$ cat src/rtl/sha256_round_ctrl.sv
// SHA-256 compression sequencer: walks IDLE -> INIT -> LOAD -> 64 x ROUND -> UPDATE -> DONE
// and owns the round counter / K-ROM address. Rounds below LOAD_WORDS wait for a message word.
module sha256_round_ctrl #(
    parameter int NUM_ROUNDS = 64,
    parameter int LOAD_WORDS = 16,
    parameter int CNT_W      = 6
) (
    input  logic             clock,
    input  logic             reset,
    input  logic             start,
    input  logic             first_block,
    input  logic             msg_valid,
    output logic             msg_ready,
    output logic             round_en,
    output logic [CNT_W-1:0] round_idx,
    output logic [CNT_W-1:0] k_addr,
    output logic             w_sel,
    output logic             init_hash,
    output logic             load_vars,
    output logic             update_hash,
    output logic             busy,
    output logic             done
);

    localparam logic [2:0] IDLE   = 3'd0;
    localparam logic [2:0] INIT   = 3'd1;
    localparam logic [2:0] LOAD   = 3'd2;
    localparam logic [2:0] ROUND  = 3'd3;
    localparam logic [2:0] UPDATE = 3'd4;
    localparam logic [2:0] DONE   = 3'd5;

    // One extra bit so LOAD_WORDS == 2**CNT_W still compares correctly.
    localparam logic [CNT_W:0]   LOAD_LIM   = (CNT_W+1)'(LOAD_WORDS);
    localparam logic [CNT_W-1:0] LAST_ROUND = CNT_W'(NUM_ROUNDS - 1);

    generate
        if ((2 ** CNT_W) < NUM_ROUNDS) begin : g_bad_cnt_w
            $error("CNT_W too narrow for NUM_ROUNDS");
        end
    endgenerate

    logic [2:0]       state, state_nxt;
    logic [CNT_W-1:0] round_q;
    logic             fb_q;
    logic             in_load;
    logic             last_round;

    assign in_load    = ({1'b0, round_q} < LOAD_LIM);
    assign last_round = (round_q == LAST_ROUND);

    always_comb begin
        state_nxt   = state;
        msg_ready   = 1'b0;
        w_sel       = 1'b0;
        round_en    = 1'b0;
        init_hash   = 1'b0;
        load_vars   = 1'b0;
        update_hash = 1'b0;
        done        = 1'b0;
        case (state)
            IDLE: begin
                if (start) state_nxt = INIT;
            end
            INIT: begin
                init_hash = fb_q;
                state_nxt = LOAD;
            end
            LOAD: begin
                load_vars = 1'b1;
                state_nxt = ROUND;
            end
            ROUND: begin
                msg_ready = in_load;
                w_sel     = ~in_load;
                round_en  = ~in_load | msg_valid;
                if (round_en && last_round) state_nxt = UPDATE;
            end
            UPDATE: begin
                update_hash = 1'b1;
                state_nxt   = DONE;
            end
            DONE: begin
                done      = 1'b1;
                state_nxt = IDLE;
            end
            default: state_nxt = IDLE;
        endcase
    end

    assign busy      = (state != IDLE);
    assign round_idx = round_q;
    assign k_addr    = round_q;

    always_ff @(posedge clock) begin
        if (reset) begin
            state   <= IDLE;
            round_q <= '0;
            fb_q    <= 1'b0;
        end else begin
            state <= state_nxt;
            if (state == IDLE && start) fb_q <= first_block;
            if (state == LOAD) begin
                round_q <= '0;
            end else if (round_en) begin
                round_q <= last_round ? '0 : round_q + CNT_W'(1);
            end
        end
    end

endmodule
$ cat config.mk
export PLATFORM = sky130hd
export DESIGN_NAME = sha256_round_ctrl
export DESIGN_NICKNAME = d
export VERILOG_FILES = /design/src/rtl/sha256_round_ctrl.sv
export SDC_FILE = /design/constraint.sdc
export NUM_CORES = 1
export LEC_CHECK = 0
export BUFFER_PORTS_ARGS = -buffer_cell sky130_fd_sc_hd__clkbuf_2
export CAP_MARGIN = 20
export CORE_MARGIN = 3
export CORE_UTILIZATION = 49
export CTS_CLUSTER_SIZE = 24
export DETAILED_ROUTE_END_ITERATION = 12
export GPL_ROUTABILITY_DRIVEN = 1
export GPL_TIMING_DRIVEN = 0
export PLACE_DENSITY = 0.8
export SLEW_MARGIN = 10
export SYNTH_ARGS = -nofsm -noshare
export SYNTH_HDL_FRONTEND = slang
export SYNTH_SLANG_ARGS = --single-unit
$ cat constraint.sdc
create_clock -name clock -period 2.15 [get_ports clock]
set_clock_uncertainty 0.05 [all_clocks]
set_input_delay 0.43 -clock clock [delete_from_list [all_inputs] [get_ports clock]]
set_output_delay 0.43 -clock clock [all_outputs]
set_load 0.01 [all_outputs]
Word level (Yosys, flattened, before mapping) --
Cells that the tools add are included.
Storage, ports and cells: word-level logic and storage cells 32, output and inout bits 20, bits of input ports 5, register bits after elaboration 10
Operators by class: add/subtract/negate cells 1, bitwise gates (word level) 2, muxes and demuxes 11, eq/ne operators 8, $lt $le $gt $ge 1, reduce and logical (&&, ||, !) cells 6
Operator list (number):
- $pmux W3 S5 | 1
- $mux W1 | 7
- $add A6 B1 Y6 const B | 1
- $eq A3 B2 Y1 const B | 2
- $eq A3 B3 Y1 const B | 2
- $eq A6 B6 Y1 const B | 1
- $lt A6 B5 Y1 const B | 1
- $mux W3 | 2
- $mux W6 | 1
- $ne A2 B2 Y1 const B | 2
- $eq A3 B1 Y1 const B | 1
- $logic_not A3 Y1 | 1
- $reduce_bool A3 Y1 | 1
- $logic_and A1 B1 Y1 | 2
- $reduce_and A2 Y1 | 1
- $reduce_or A2 Y1 | 1
- $not A1 Y1 | 1
- $or A1 B1 Y1 | 1

Logic depth before layout (Yosys ltp) --
Gate-level depths: netlist of run 1.
word-level depth 6, depth in mapped cells 4, gate-level depth less buffers 4

Least setup slack after synthesis of run 1 --
OpenSTA, ideal clock, no wires.
kind reg-to-reg, start point register round_q[0], in the netlist k_addr[0], end point register round_q[4], in the netlist k_addr[4], required time 1977 ps, data arrival time 1373 ps, setup slack 604 ps, library setup time 123 ps, period minus slack after synthesis 1546 ps, path buffers 0, cell stages (with the launch flop) 5, cells stage by stage dfxtp_1 ha_1 clkinv_1 nor4_2 mux2_1
On the way: longest elaborated chain between the ends 4, elaborated cells on any way between the ends 7, those cells by class add/sub: 1; order compare: 1; eq/ne: 1; mux: 2; bitwise: 2
Ends and longest elaborated chain:
- start, declared | line 43 | logic [CNT_W-1:0] round_q;
- start signal, assigned | line 105 | round_q <= last_round ? '0 : round_q + CNT_W'(1);
- $lt A6 B5 Y1 | line 48 | assign in_load = ({1'b0, round_q} < LOAD_LIM);
- $not A1 Y1 | line 75 | round_en = ~in_load | msg_valid;
- $or A1 B1 Y1 | line 75
- $mux W1 | line 60 | case (state)
Parallel ways exist; a longest one is shown, timed or not. A chain may end at the register's enable or synchronous reset.

Worst setup path in the final report of run 1 --
start point register round_q[5], in the netlist k_addr[5], end point output port round_en
On the way: longest elaborated chain between the ends 4
Ends and longest elaborated chain:
- $lt A6 B5 Y1 | line 48
- $not A1 Y1 | line 75
- $or A1 B1 Y1 | line 75
- $mux W1 | line 60
- end, declared | line 14 | output logic round_en,
Every way passes these cells.

==> tab_implementation.tex, run 1 <==
\begin{tabular}{lr}
\hline
Metric & Value \\
\hline
\multicolumn{2}{l}{\textbf{Die}} \\
\quad Overall die height & 42.02 µm \\
\quad Placeable core region & 1156 µm² \\
\quad Area of the die & 1765 µm² \\
\quad Number of placement rows & 12 \\
\quad Width of the chip & 42.02 µm \\
\quad Starting Density & 0.5498 \\
\quad Boundary Pins & 25 \\
\multicolumn{2}{l}{\textbf{Worst setup path}} \\
\quad Data required time at the worst endpoint & 1.67 ns \\
\quad Max stage delay cell, worst path & sky130\_fd\_sc\_hd\_\_nor3\_2 \\
\quad Largest stage delay on the critical path & 0.45 ns \\
\quad Largest driver fanout on the critical path & 9 \\
\quad Type of element capturing the critical path & output port \\
\quad CP cell instances & nor3\_2, nor2\_1, clkbuf\_2 \\
\quad Data arrival time of the critical path & around 1.3 ns \\
\quad Type of origin of the critical path & flop \\
\quad Worst setup path category & flop to output port \\
\multicolumn{2}{l}{\textbf{Finish}} \\
\quad Number of antenna diodes & 0 \\
\quad Final cell count without fillers & about 120 \\
\quad Fraction of final layout cells with drive strength greater than 1 & 0.4095 \\
\quad Number of nets in the layout & 112 \\
\quad Area growth syn-to-layout & 27.36\% \\
\quad Fill cell total of the finished layout & 108 \\
\multicolumn{2}{l}{\textbf{Synthesis}} \\
\quad Post-Synthesis Net Count & 83 \\
\quad Netlist area before placement & around 640 µm² \\
\quad Yosys warns & 0 \\
\quad Top-count cell post-synth & sky130\_fd\_sc\_hd\_\_dfxtp\_1 \\
\quad Post-synth top cells & 10 x sky130\_fd\_sc\_hd\_\_dfxtp\_1, 7 x sky130\_fd\_sc\_hd\_\_a21oi\_1, 7 x sky130\_fd\_sc\_hd\_\_nor2\_1 \\
\quad Async S/R FF share, synth & 0 \\
\quad Register bit count reported by yosys & 10 \\
\quad Post-synthesis instance total & 77 \\
\quad Count of different cell masters after synthesis & 33 \\
\quad Number of enable-type register cells in the synthesized netlist & 0 \\
\quad Top post-synthesis cells by area & sky130\_fd\_sc\_hd\_\_dfxtp\_1 31\%, sky130\_fd\_sc\_hd\_\_buf\_4 7.1\%, sky130\_fd\_sc\_hd\_\_a21oi\_1 5.5\% \\
\quad Dominant synthesized flop cell & sky130\_fd\_sc\_hd\_\_dfxtp\_1 \\
\quad Area leader, netlist & sky130\_fd\_sc\_hd\_\_dfxtp\_1 \\
\quad Sequential fraction of the synthesis area & 0.3150 \\
\quad Top-area cell type share of the netlist area & 0.3150 \\
\quad Post-synthesis average cell area & 8.255 µm² \\
\multicolumn{2}{l}{\textbf{Routing}} \\
\quad Initial DRC count & 14 \\
\quad Detailed-route via count & 657 \\
\quad Via density per instance & around 5.5 \\
\quad Number of nets with antenna violations after detailed routing & 0 \\
\quad Routed wire length & roughly 1300 µm \\
\quad DRC violations left & 0 \\
\quad Count of TritonRoute iterations in the first routing pass & 4 \\
\quad Post-detailed-route wirelength per cell & 11.21 µm \\
\multicolumn{2}{l}{\textbf{Timing}} \\
\quad Final Setup Violations & 0 \\
\quad Achievable frequency & 555.2 MHz \\
\quad Total Neg Setup Slack & 0 ns \\
\quad Transition at the pin with the smallest max-transition slack & 0.4586 ns \\
\quad Pins Over Slew Limit & 0 \\
\quad Hold violation count in the final report & 0 \\
\quad Relative slew margins & 0.6926 \\
\quad Unrepaired setup endpoints after global routing & no \\
\quad Minimum clock period & 1.801 ns \\
\quad Post-route clock period utilization & 0.8378 \\
\multicolumn{2}{l}{\textbf{Clock network}} \\
\quad Cells resized by post-CTS repair & 0 \\
\quad Clk buf depth & 2 \\
\quad Clock Latency Late Sink & 0.27 ns \\
\quad Clock-pin slew on the worst setup and hold paths & 0.07 ns \\
\quad Level count of the clock H-tree & 1 \\
\quad Number of hold buffers added after cts & 0 \\
\quad Setup bufs post-CTS & 0 \\
\quad Clock root buffer master & sky130\_fd\_sc\_hd\_\_clkbuf\_4 \\
\quad Clock tree from TritonCTS & built \\
\quad Number of buffers created by CTS & 3 \\
\quad Sinks on the clock net & 10 \\
\multicolumn{2}{l}{\textbf{Pwr}} \\
\quad Power per cell area & 524.6 nW/µm² \\
\quad Worst IR Drop VDD & 0.3156 mV \\
\quad Share of total power in combinational logic & 0.128 \\
\quad Sequential share of power & 0.456 \\
\quad Internal Pwr Total & 0.3159 mW \\
\quad Share of total power in the clock network & 0.416 \\
\quad Power spent charging and discharging nets & 0.1088 mW \\
\quad Leakage & between 0.3 and 0.4 nW \\
\quad Design Power & 0.4247 mW \\
\quad Switch share & 0.2561 \\
\multicolumn{2}{l}{\textbf{GRT}} \\
\quad Maximum number of pins on one net before global-route repair & 11 \\
\quad Grt ovf & 0 \\
\quad Via count of the first global-routing pass & 522 \\
\quad Number of antenna violations at the first check in global routing & 0 \\
\quad Global-route wire length before repair & 2208 µm \\
\quad Global-route usage over all layers & 0.1554 \\
\multicolumn{2}{l}{\textbf{Placed design}} \\
\quad Number of cells in the design after placement & 115 \\
\quad IO Port Bufs & 24 \\
\quad Final Wtd Congestion & around 0.8 \\
\quad Half-perimeter wire length after placement & 980.9 µm \\
\multicolumn{2}{l}{\textbf{Run status}} \\
\quad Outcome & complete, no violations \\
\multicolumn{2}{l}{\textbf{Worst hold path}} \\
\quad Hold crit path type & input pin to flop \\
\multicolumn{2}{l}{\textbf{Run}} \\
\quad Maxcap violations & 0 \\
\hline
\end{tabular}
==> power by group through the flow <==
stage,clock [mW],sequential (mW),combinational (mW)
after floorplan,0,0.197,0.0372
after CTS,0.179,0.194,0.0543
after global routing,0.182,0.194,0.0606
final,0.177,0.194,0.0544
after global placement,0,0.198,0.0533
after detailed placement,0,0.198,0.0541
==> placed cells by master, fill, tap and decap left out, types with 2 or more instances in the layout <==
master	n
sky130_fd_sc_hd__clkbuf_2	24
sky130_fd_sc_hd__dfxtp_1	10
sky130_fd_sc_hd__nor2_1	7
sky130_fd_sc_hd__a21oi_1	7
sky130_fd_sc_hd__buf_4	6
sky130_fd_sc_hd__nand2_1	4
sky130_fd_sc_hd__buf_2	3
sky130_fd_sc_hd__nor3_1	3
sky130_fd_sc_hd__or4_1	3
sky130_fd_sc_hd__o31ai_1	3
sky130_fd_sc_hd__o21ai_1	3
sky130_fd_sc_hd__clkbuf_4	3
sky130_fd_sc_hd__or3_1	2
sky130_fd_sc_hd__nor3b_1	2
sky130_fd_sc_hd__nand3_1	2
sky130_fd_sc_hd__o21ai_0	2
sky130_fd_sc_hd__a31oi_1	2
==> registers in the layout, summed over array words and instances (netlist names) <==
register and flops:
fb_q 1, k_addr 6, state 3
==> cell type report <==
type / count / area, µm² / area share
plain buffers: 10 / 63.81 / 0.07883
clock buffers: 4 / 36.28 / 0.04482
inverters: 2 / 7.507 / 0.009274
multi-input cells: 55 / 364.1 / 0.4498
flip-flops and latches: 10 / 200.2 / 0.2473
well taps: 14 / 17.52 / 0.02164
repair buffers: 24 / 120.1 / 0.1484
==> critical path: cells and delay by family, from the launching register on <==
family	cells	cell delay [ns]
simple gates	2	0.52
flops	1	0.39
buf+inv	1	0.14
==> metrics by stage <==
stage                       util  instance area [µm²]  hold slack [ns]  setup WS, ns
final                     0.7002                809.5           0.3443        0.3488
after floorplan                -                635.6           0.4010        0.6039
after detailed placement  0.6688                773.2           0.4383        0.5371
after global placement    0.6688                773.2           0.4184        0.5633
after global routing      0.7002                809.5           0.3947        0.2523
after CTS                 0.7002                809.5           0.3519        0.3422
==> routing by layer <==
metal	vias up	track usage	part of all wire
met4	0	0.05590	0.016
met2	22	0.2253	0.44
met5	-	0	0
met1	297	0.2302	0.47
met3	3	0.02575	0.070
li1	335	-	-
==> worst paths after layout <==
| path | startpoint | to | slack, ns | depth (start not counted) |
|---|---|---|---|---|
| setup / recovery | k_addr[5] | round_en | 0.35 | 3 |
| hold / removal | first_block | fb_q | 0.34 | 3 |
| setup reg to reg | k_addr[0] | k_addr[4] | 0.54 | 4 |
| hold reg to reg | fb_q | fb_q | 0.45 | 2 |
==> cells by family (layout without fill, tap and decap cells) <==
family	count (synthesis)	after routing	share of synthesized area
buffers and inverters	12	40	0.1122
DFF	10	10	0.3150
muxes	2	2	0.03346
and+or+nand+nor	32	32	0.3287
AOI/OAI and AO/OA	20	20	0.1909
adders and majority gates	1	1	0.01968
Note: power is estimated with default switching activity, not from simulation.
==> run 2: changes to the inputs <==
- ABC_AREA: not set -> 1
- CORE_UTILIZATION: 49 -> 45
- PLACE_DENSITY: 0.8 -> 0.76
- clock period: 2.15 -> 1.8 ns (I/O delays scaled with it)
==> run 2 against run 1 <==
Sequential power rose by 30%. Wire length fell by 2.9%. Synthesized cell count rose by 26%. Total power rose by 39%. Via count rose by 2.7%. Largest cell class unchanged. Highest routed layer unchanged.
==> tab_implementation.tex, run 2 <==
\begin{tabular}{lr}
\hline
Metric & Value \\
\hline
\multicolumn{2}{l}{\textbf{Clock network}} \\
\quad Sinks on the clock net & 10 (unchanged) \\
\quad Clock-pin slew on the worst setup and hold paths & 0.07 ns (about the same) \\
\quad Clock Latency Late Sink & 0.27 ns (about the same) \\
\quad Clock tree from TritonCTS & built \\
\quad Clock root buffer master & sky130\_fd\_sc\_hd\_\_clkbuf\_4 \\
\quad Number of buffers created by CTS & 3 (unchanged) \\
\quad Level count of the clock H-tree & 1 (unchanged) \\
\quad Clk buf depth & 2 (unchanged) \\
\multicolumn{2}{l}{\textbf{Pwr}} \\
\quad Share of total power in combinational logic & 0.220 (+0.092) \\
\quad Worst IR Drop VDD & 0.4242 mV (+34\%) \\
\quad Power per cell area & 736.6 nW/µm² (+40\%) \\
\quad Power spent charging and discharging nets & 0.1777 mW (+63\%) \\
\quad Internal Pwr Total & 0.4122 mW (+30\%) \\
\quad Switch share & 0.3013 (+0.04517) \\
\quad Sequential share of power & 0.427 (-0.029) \\
\quad Share of total power in the clock network & 0.353 (-0.063) \\
\quad Leakage & 0.4421 nW (+21\%) \\
\quad Design Power & 0.5899 mW (+39\%) \\
\multicolumn{2}{l}{\textbf{Timing}} \\
\quad Post-route clock period utilization & 0.9271 \\
\quad Minimum clock period & 1.669 ns \\
\quad Transition at the pin with the smallest max-transition slack & 0.2787 ns (-0.1799 ns) \\
\quad Total Neg Setup Slack & 0 ns (unchanged) \\
\quad Unrepaired setup endpoints after global routing & no \\
\quad Relative slew margins & 0.8122 (+0.1197) \\
\quad Final Setup Violations & 0 (unchanged) \\
\quad Achievable frequency & 599.3 MHz \\
\quad Pins Over Slew Limit & 0 (unchanged) \\
\quad Hold violation count in the final report & 0 (unchanged) \\
\multicolumn{2}{l}{\textbf{Run status}} \\
\quad Outcome & complete, no violations \\
\multicolumn{2}{l}{\textbf{Run}} \\
\quad Maxcap violations & 0 (unchanged) \\
\multicolumn{2}{l}{\textbf{GRT}} \\
\quad Number of antenna violations at the first check in global routing & 0 (unchanged) \\
\quad Global-route usage over all layers & 0.1677 (+0.01227) \\
\quad Maximum number of pins on one net before global-route repair & 7 (-4) \\
\quad Grt ovf & 0 (unchanged) \\
\quad Global-route wire length before repair & 2325 µm (+5.3\%) \\
\quad Via count of the first global-routing pass & 546 (+4.6\%) \\
\multicolumn{2}{l}{\textbf{Finish}} \\
\quad Final instance area & 800.8 µm² (-1.1\%) \\
\quad Fraction of final layout cells with drive strength greater than 1 & 0.3438 (-0.06577) \\
\quad Number of nets in the layout & 135 (+21\%) \\
\quad Sequential cell area & 202.7 µm² (+1.2\%) \\
\quad Number of antenna diodes & 0 (unchanged) \\
\quad Area growth syn-to-layout & 33.06\% \\
\quad Fill cell total of the finished layout & 118 (+9.3\%) \\
\quad Most frequent cells in the layout & 24 x sky130\_fd\_sc\_hd\_\_clkbuf\_2, 21 x sky130\_fd\_sc\_hd\_\_nand2\_1, 20 x sky130\_fd\_sc\_hd\_\_nor2\_1 \\
\quad Flip-flop count of the largest register after layout & 6 (unchanged) \\
\quad Footprint of the multi-input gates & 292.8 µm² (-20\%) \\
\quad Commonest non-fill, non-tap cell in the layout & sky130\_fd\_sc\_hd\_\_clkbuf\_2 \\
\quad Utilization of the core after routing & 0.6751 (-0.02511) \\
\multicolumn{2}{l}{\textbf{Routing}} \\
\quad Initial DRC count & 23 (+9) \\
\quad Post-detailed-route wirelength per cell & 9.120 µm (-19\%) \\
\quad Number of nets with antenna violations after detailed routing & 0 (unchanged) \\
\quad Count of TritonRoute iterations in the first routing pass & 4 (unchanged) \\
\quad Routed wire length & 1295 µm (-2.9\%) \\
\quad Via density per instance & 4.754 (-14\%) \\
\quad DRC violations left & 0 (unchanged) \\
\quad Detailed-route via count & 675 (+2.7\%) \\
\multicolumn{2}{l}{\textbf{Synthesis}} \\
\quad Area leader, netlist & sky130\_fd\_sc\_hd\_\_dfxtp\_1 \\
\quad Async S/R FF share, synth & 0 (unchanged) \\
\quad Top post-synthesis cells by area & sky130\_fd\_sc\_hd\_\_dfxtp\_1 33\%, sky130\_fd\_sc\_hd\_\_nand2\_1 13\%, sky130\_fd\_sc\_hd\_\_nor2\_1 12\% \\
\quad Count of different cell masters after synthesis & 15 (-55\%) \\
\quad Yosys warns & 0 (unchanged) \\
\quad Post-synthesis average cell area & 6.204 µm² (-25\%) \\
\quad Top-count cell post-synth & sky130\_fd\_sc\_hd\_\_nand2\_1 \\
\quad Sequential fraction of the synthesis area & 0.3326 (+0.01768) \\
\quad Post-synth top cells & 21 x sky130\_fd\_sc\_hd\_\_nand2\_1, 20 x sky130\_fd\_sc\_hd\_\_nor2\_1, 16 x sky130\_fd\_sc\_hd\_\_inv\_1 \\
\quad Top-area cell type share of the netlist area & 0.3326 (+0.01768) \\
\quad Post-Synthesis Net Count & 103 (+24\%) \\
\quad Register bit count reported by yosys & 10 (unchanged) \\
\quad Netlist area before placement & 601.8 µm² (-5.3\%) \\
\quad Post-synthesis instance total & 97 (+26\%) \\
\quad Dominant synthesized flop cell & sky130\_fd\_sc\_hd\_\_dfxtp\_1 \\
\quad Number of enable-type register cells in the synthesized netlist & 0 (unchanged) \\
\multicolumn{2}{l}{\textbf{Die}} \\
\quad Number of placement rows & 12 (unchanged) \\
\quad Placeable core region & 1186 µm² (+2.6\%) \\
\quad Overall die height & 42.57 µm (+1.3\%) \\
\quad Starting Density & 0.5074 (-0.04240) \\
\quad Width of the chip & 42.57 µm (+1.3\%) \\
\quad Boundary Pins & 25 (unchanged) \\
\quad Area of the die & 1812 µm² (+2.7\%) \\
\multicolumn{2}{l}{\textbf{Worst setup path}} \\
\quad Largest driver fanout on the critical path & 5 (-4) \\
\quad Data required time at the worst endpoint & 1.39 ns (-0.28 ns) \\
\quad Data arrival time of the critical path & 1.26 ns (-0.06 ns) \\
\quad Type of origin of the critical path & flop \\
\quad Worst setup path category & flop to output port \\
\quad Type of element capturing the critical path & output port \\
\multicolumn{2}{l}{\textbf{Placed design}} \\
\quad Final Wtd Congestion & 0.8235 (+5.5\%) \\
\quad Half-perimeter wire length after placement & 1028 µm (+4.8\%) \\
\quad Area post-placement & 739.5 µm² (-4.4\%) \\
\quad IO Port Bufs & 24 (unchanged) \\
\multicolumn{2}{l}{\textbf{Worst hold path}} \\
\quad Hold crit path type & input pin to flop \\
\hline
\end{tabular}
-- run 2: worst max-delay path, stage by stage, from the launching register on --
cell and delay (ns):
sky130_fd_sc_hd__dfxtp_2 0.37, sky130_fd_sc_hd__nand2_2 0.08, sky130_fd_sc_hd__nor2_4 0.17, sky130_fd_sc_hd__inv_1 0.09
sky130_fd_sc_hd__nor3_1 0.13, sky130_fd_sc_hd__clkbuf_2 0.15
-- run 2: cell type report --
class	instances	share of cell area
Tap cell	14	0.02188
Clock buffer	4	0.04531
Inverter	17	0.07969
Multi-Input combinational cell	64	0.3656
Sequential cell	10	0.2531
Buffer	6	0.05625
Timing Repair Buffer	27	0.1781
-- run 2: cell families after synthesis --
logic type	share of synthesized area
simple gates	0.3638
buf+inv	0.1809
compound gates	0.1019
flops	0.3326
fa+ha+maj	0.02079
-- run 2: power by group through the flow --
stage	Combinational (mW)	Clock, mW	Sequential (mW)
detailed placement	0.120	0	0.255
global placement	0.118	0	0.254
floorplan	0.0822	0	0.253
finish	0.130	0.208	0.252
CTS	0.120	0.213	0.250
global route	0.145	0.226	0.254
-- run 2: stage by stage --
stage	setup WS (ns)	hold WS (ns)	cells
after global placement	0.3956	0.3887	135
after floorplan	0.4595	0.3794	97
after detailed placement	0.3643	0.4029	135
after CTS	0.05904	0.2204	139
after global routing	0.01676	0.2227	142
final	0.1313	0.2163	142
-- run 2: path summary, 6_finish.rpt --
kind / start / end / slack (ns) / cells after the start
worst max-delay path: state[1] / msg_ready / 0.13 / 5
worst min-delay path: reset / state[1] / 0.22 / 2
worst max register to register: k_addr[1] / k_addr[3] / 0.44 / 6
worst min register to register: fb_q / fb_q / 0.41 / 2
-- run 2: timing repair --
| action | in CTS | in global routing |
|---|---|---|
| hold endpoints to repair | 0 | 0 |
| gates resized for setup | 0 | 2 |
| endpoints found under the setup margin | 0 | 1 |
| hold buffers | 0 | 0 |
| setup buffers | 0 | 3 |
-- run 2: metal layers --
layer | wire length (µm) | up-vias | global-route usage
li1 | - | 351 | -
met1 | 619 | 290 | 0.2194
met2 | 541 | 29 | 0.2401
met3 | 98 | 5 | 0.03863
met4 | 36 | 0 | 0.1118
met5 | 0 | - | 0
==> run 3: changes to the inputs <==
- CORE_UTILIZATION: 45 -> 34
- HOLD_SLACK_MARGIN: not set -> 0.03
- PLACE_DENSITY: 0.76 -> not set
==> run 3 against run 2 <==
Combinational power fell by 7%. Sequential cell count unchanged. Worst setup slack got worse by 0.029 ns. Fmax shrank 1.7%. Count of clock-buffer cells in the layout decreased by 1. Design area down 4.5%. Utilization shrank 19 points. Hold slack better by 0.026 ns. Largest power group unchanged. Die area rose by 28%. Via count decreased by 6.7%. Sequential share of layout area is 0.87 points higher. Non-clock buffer count is 3 lower.
==> tab_implementation.tex, run 3 (synthesis results as in run 2) <==
\begin{tabular}{lr}
\hline
Metric & Value \\
\hline
\multicolumn{2}{l}{\textbf{Run status}} \\
\quad Outcome & complete, no violations \\
\multicolumn{2}{l}{\textbf{Clock network}} \\
\quad Clk buf depth & 2 (unchanged) \\
\quad Number of hold buffers added after cts & 0 (unchanged) \\
\quad Number of buffers created by CTS & 3 (unchanged) \\
\quad Level count of the clock H-tree & 1 (unchanged) \\
\quad Clock Latency Late Sink & 0.26 ns (about the same) \\
\quad Sinks on the clock net & 10 (unchanged) \\
\quad Setup bufs post-CTS & 0 (unchanged) \\
\quad Clock-pin slew on the worst setup and hold paths & 0.06 ns (about the same) \\
\quad Clock root buffer master & sky130\_fd\_sc\_hd\_\_clkbuf\_4 \\
\quad Cells resized by post-CTS repair & 0 (unchanged) \\
\quad Clock tree from TritonCTS & built \\
\multicolumn{2}{l}{\textbf{Placed design}} \\
\quad IO Port Bufs & 24 (unchanged) \\
\quad Number of cells in the design after placement & 137 (+1.5\%) \\
\quad Setup Slack @ Placement & 0.3748 ns (+0.01047 ns) \\
\quad Final Wtd Congestion & 0.7550 (-8.3\%) \\
\quad Half-perimeter wire length after placement & 1050 µm (+2.1\%) \\
\multicolumn{2}{l}{\textbf{Worst setup path}} \\
\quad Worst r2r src & k\_addr[0] \\
\quad Data arrival time of the critical path & 1.29 ns (+0.03 ns) \\
\quad Register-to-register path setup slack & 0.48 ns (+0.04 ns) \\
\quad Data required time at the worst endpoint & 1.39 ns (about the same) \\
\quad Worst reg2reg path endpoint & state[2] \\
\quad Type of element capturing the critical path & output port \\
\quad Largest driver fanout on the critical path & 5 (unchanged) \\
\quad Depth of the most critical reg-to-reg path & 7 (+1) \\
\quad Type of origin of the critical path & flop \\
\quad Worst setup path category & flop to output port \\
\multicolumn{2}{l}{\textbf{Worst hold path}} \\
\quad Worst Hold Path Cells & 2 (unchanged) \\
\quad Hold crit path type & input pin to flop \\
\quad Endpoint of the worst hold path & state[1] \\
\quad Worst Min Path Start & reset \\
\multicolumn{2}{l}{\textbf{GRT}} \\
\quad Maximum number of pins on one net before global-route repair & 7 (unchanged) \\
\quad Global-route wire length before repair & 1966 µm (-15\%) \\
\quad Via count of the first global-routing pass & 493 (-9.7\%) \\
\quad Grt ovf & 0 (unchanged) \\
\quad Number of antenna violations at the first check in global routing & 0 (unchanged) \\
\quad Global-route usage over all layers & 0.1233 (-0.04439) \\
\multicolumn{2}{l}{\textbf{Finish}} \\
\quad Flip-flop count of the largest register after layout & 6 (unchanged) \\
\quad Utilization of the core after routing & 0.4849 (-0.1902) \\
\quad Area growth syn-to-layout & 27.03\% \\
\quad Sequential cell area & 200.2 µm² (-1.2\%) \\
\quad Number of antenna diodes & 0 (unchanged) \\
\quad Final cell count without fillers & 140 (-1.4\%) \\
\quad Number of nets in the layout & 132 (-2.2\%) \\
\quad Footprint of the multi-input gates & 292.8 µm² (unchanged) \\
\quad Most frequent cells in the layout & 24 x sky130\_fd\_sc\_hd\_\_clkbuf\_2, 21 x sky130\_fd\_sc\_hd\_\_nand2\_1, 20 x sky130\_fd\_sc\_hd\_\_nor2\_1 \\
\quad Fill cell total of the finished layout & 187 (+58\%) \\
\quad Fraction of final layout cells with drive strength greater than 1 & 0.3065 (-0.03730) \\
\quad Commonest non-fill, non-tap cell in the layout & sky130\_fd\_sc\_hd\_\_clkbuf\_2 \\
\multicolumn{2}{l}{\textbf{Timing}} \\
\quad Post-route clock period utilization & 0.9433 (+0.01619) \\
\quad Transition at the pin with the smallest max-transition slack & 0.2264 ns (-0.05229 ns) \\
\quad Achievable frequency & 589.0 MHz (-1.7\%) \\
\quad Pins Over Slew Limit & 0 (unchanged) \\
\quad Fin worst setup slack & 0.1021 ns (-0.02914 ns) \\
\quad Relative slew margins & 0.8474 (+0.03523) \\
\quad Unrepaired setup endpoints after global routing & no \\
\quad Final Setup Violations & 0 (unchanged) \\
\quad Hold violation count in the final report & 0 (unchanged) \\
\quad Minimum clock period & 1.698 ns (+0.02914 ns) \\
\quad Total Neg Setup Slack & 0 ns (unchanged) \\
\multicolumn{2}{l}{\textbf{Routing}} \\
\quad Top layer used by detailed routing & met4 \\
\quad Post-detailed-route wirelength per cell & 9.029 µm (-1.0\%) \\
\quad M1 WL & 625 µm (+0.97\%) \\
\quad Routed wire length & 1264 µm (-2.4\%) \\
\quad Routed length on met2 & 516 µm (-4.6\%) \\
\quad Number of nets with antenna violations after detailed routing & 0 (unchanged) \\
\quad Initial DRC count & 18 (-22\%) \\
\quad Count of TritonRoute iterations in the first routing pass & 4 (unchanged) \\
\quad Via density per instance & 4.500 (-5.3\%) \\
\quad DRC violations left & 0 (unchanged) \\
\quad Detailed-route via count & 630 (-6.7\%) \\
\quad Detail Route met3 WL & 105 µm (+7.1\%) \\
\multicolumn{2}{l}{\textbf{Pwr}} \\
\quad Switch share & 0.3123 (+0.01101) \\
\quad Internal Pwr Total & 0.3575 mW (-13\%) \\
\quad Sequential share of power & 0.481 (+0.054) \\
\quad Power per cell area & 679.9 nW/µm² (-7.7\%) \\
\quad Worst IR Drop VDD & 0.5092 mV (+20\%) \\
\quad Share of total power in the clock network & 0.287 (-0.066) \\
\quad Design Power & 0.5198 mW (-12\%) \\
\quad Power spent charging and discharging nets & 0.1623 mW (-8.7\%) \\
\quad Share of total power in combinational logic & 0.232 (+0.012) \\
\quad Leakage & 0.4196 nW (-5.1\%) \\
\multicolumn{2}{l}{\textbf{Die}} \\
\quad Starting Density & 0.3817 (-0.1256) \\
\quad Number of placement rows & 14 (+2) \\
\quad Placeable core region & 1577 µm² (+33\%) \\
\quad Width of the chip & 48.07 µm (+13\%) \\
\quad Boundary Pins & 25 (unchanged) \\
\quad Area of the die & 2311 µm² (+28\%) \\
\quad Overall die height & 48.07 µm (+13\%) \\
\multicolumn{2}{l}{\textbf{Run}} \\
\quad Maxcap violations & 0 (unchanged) \\
\hline
\end{tabular}
==> run 3: changes by cell type in the layout (fill, tap and decap cells not counted), sizes merged <==
cell | before | now
buf | 9 | 6
clkbuf | 28 | 27
==> run 3: metrics by stage <==
stage                     area (µm²)  hold slack [ns]
final                          764.5           0.2427
after global routing           764.5           0.2369
after CTS                      764.5           0.2316
after detailed placement       742.0           0.3971
after global placement         742.0           0.3937
after floorplan                601.8           0.3794
==> run 3: worst max-delay path by stage <==
stage	end	depth (start not counted)	slack, ns	startpoint
finish	msg_ready	5	0.10	state[1]
CTS	msg_ready	5	0.07	state[1]
floorplan	msg_ready	4	0.46	state[1]
global route	msg_ready	5	0.02	state[1]
global placement	msg_ready	5	0.38	state[1]
detailed placement	msg_ready	5	0.37	state[1]
==> run 3: metal layers <==
| metal | vias up | GRT usage |
|---|---|---|
| met4 | 0 | 0.04839 |
| met1 | 257 | 0.1619 |
| met3 | 2 | 0.05639 |
| met2 | 24 | 0.1741 |
| li1 | 347 | - |
| met5 | - | 0 |
==> run 3: critical path, cell delays in order (launching register included) <==
cell                       delay (ns)
sky130_fd_sc_hd__dfxtp_1         0.41
sky130_fd_sc_hd__nand2_2         0.09
sky130_fd_sc_hd__nor2_4          0.15
sky130_fd_sc_hd__inv_1           0.10
sky130_fd_sc_hd__nor3_1          0.13
sky130_fd_sc_hd__clkbuf_2        0.16
==> run 3: final cells by class <==
| type | instances | area share |
|---|---|---|
| flip-flops and latches | 10 | 0.2619 |
| multi-input cells | 64 | 0.3830 |
| plain buffers | 6 | 0.05892 |
| inverters | 17 | 0.08347 |
| clock buffers | 3 | 0.02946 |
| repair buffers | 24 | 0.1571 |
| well taps | 16 | 0.02619 |
==> run 3: power groups by stage <==
stage	registers, mW	clock network (mW)	logic, mW
final	0.250	0.149	0.121
after global routing	0.252	0.167	0.136
after CTS	0.250	0.161	0.122
after global placement	0.255	0	0.120
after detailed placement	0.255	0	0.121
after floorplan	0.253	0	0.0822
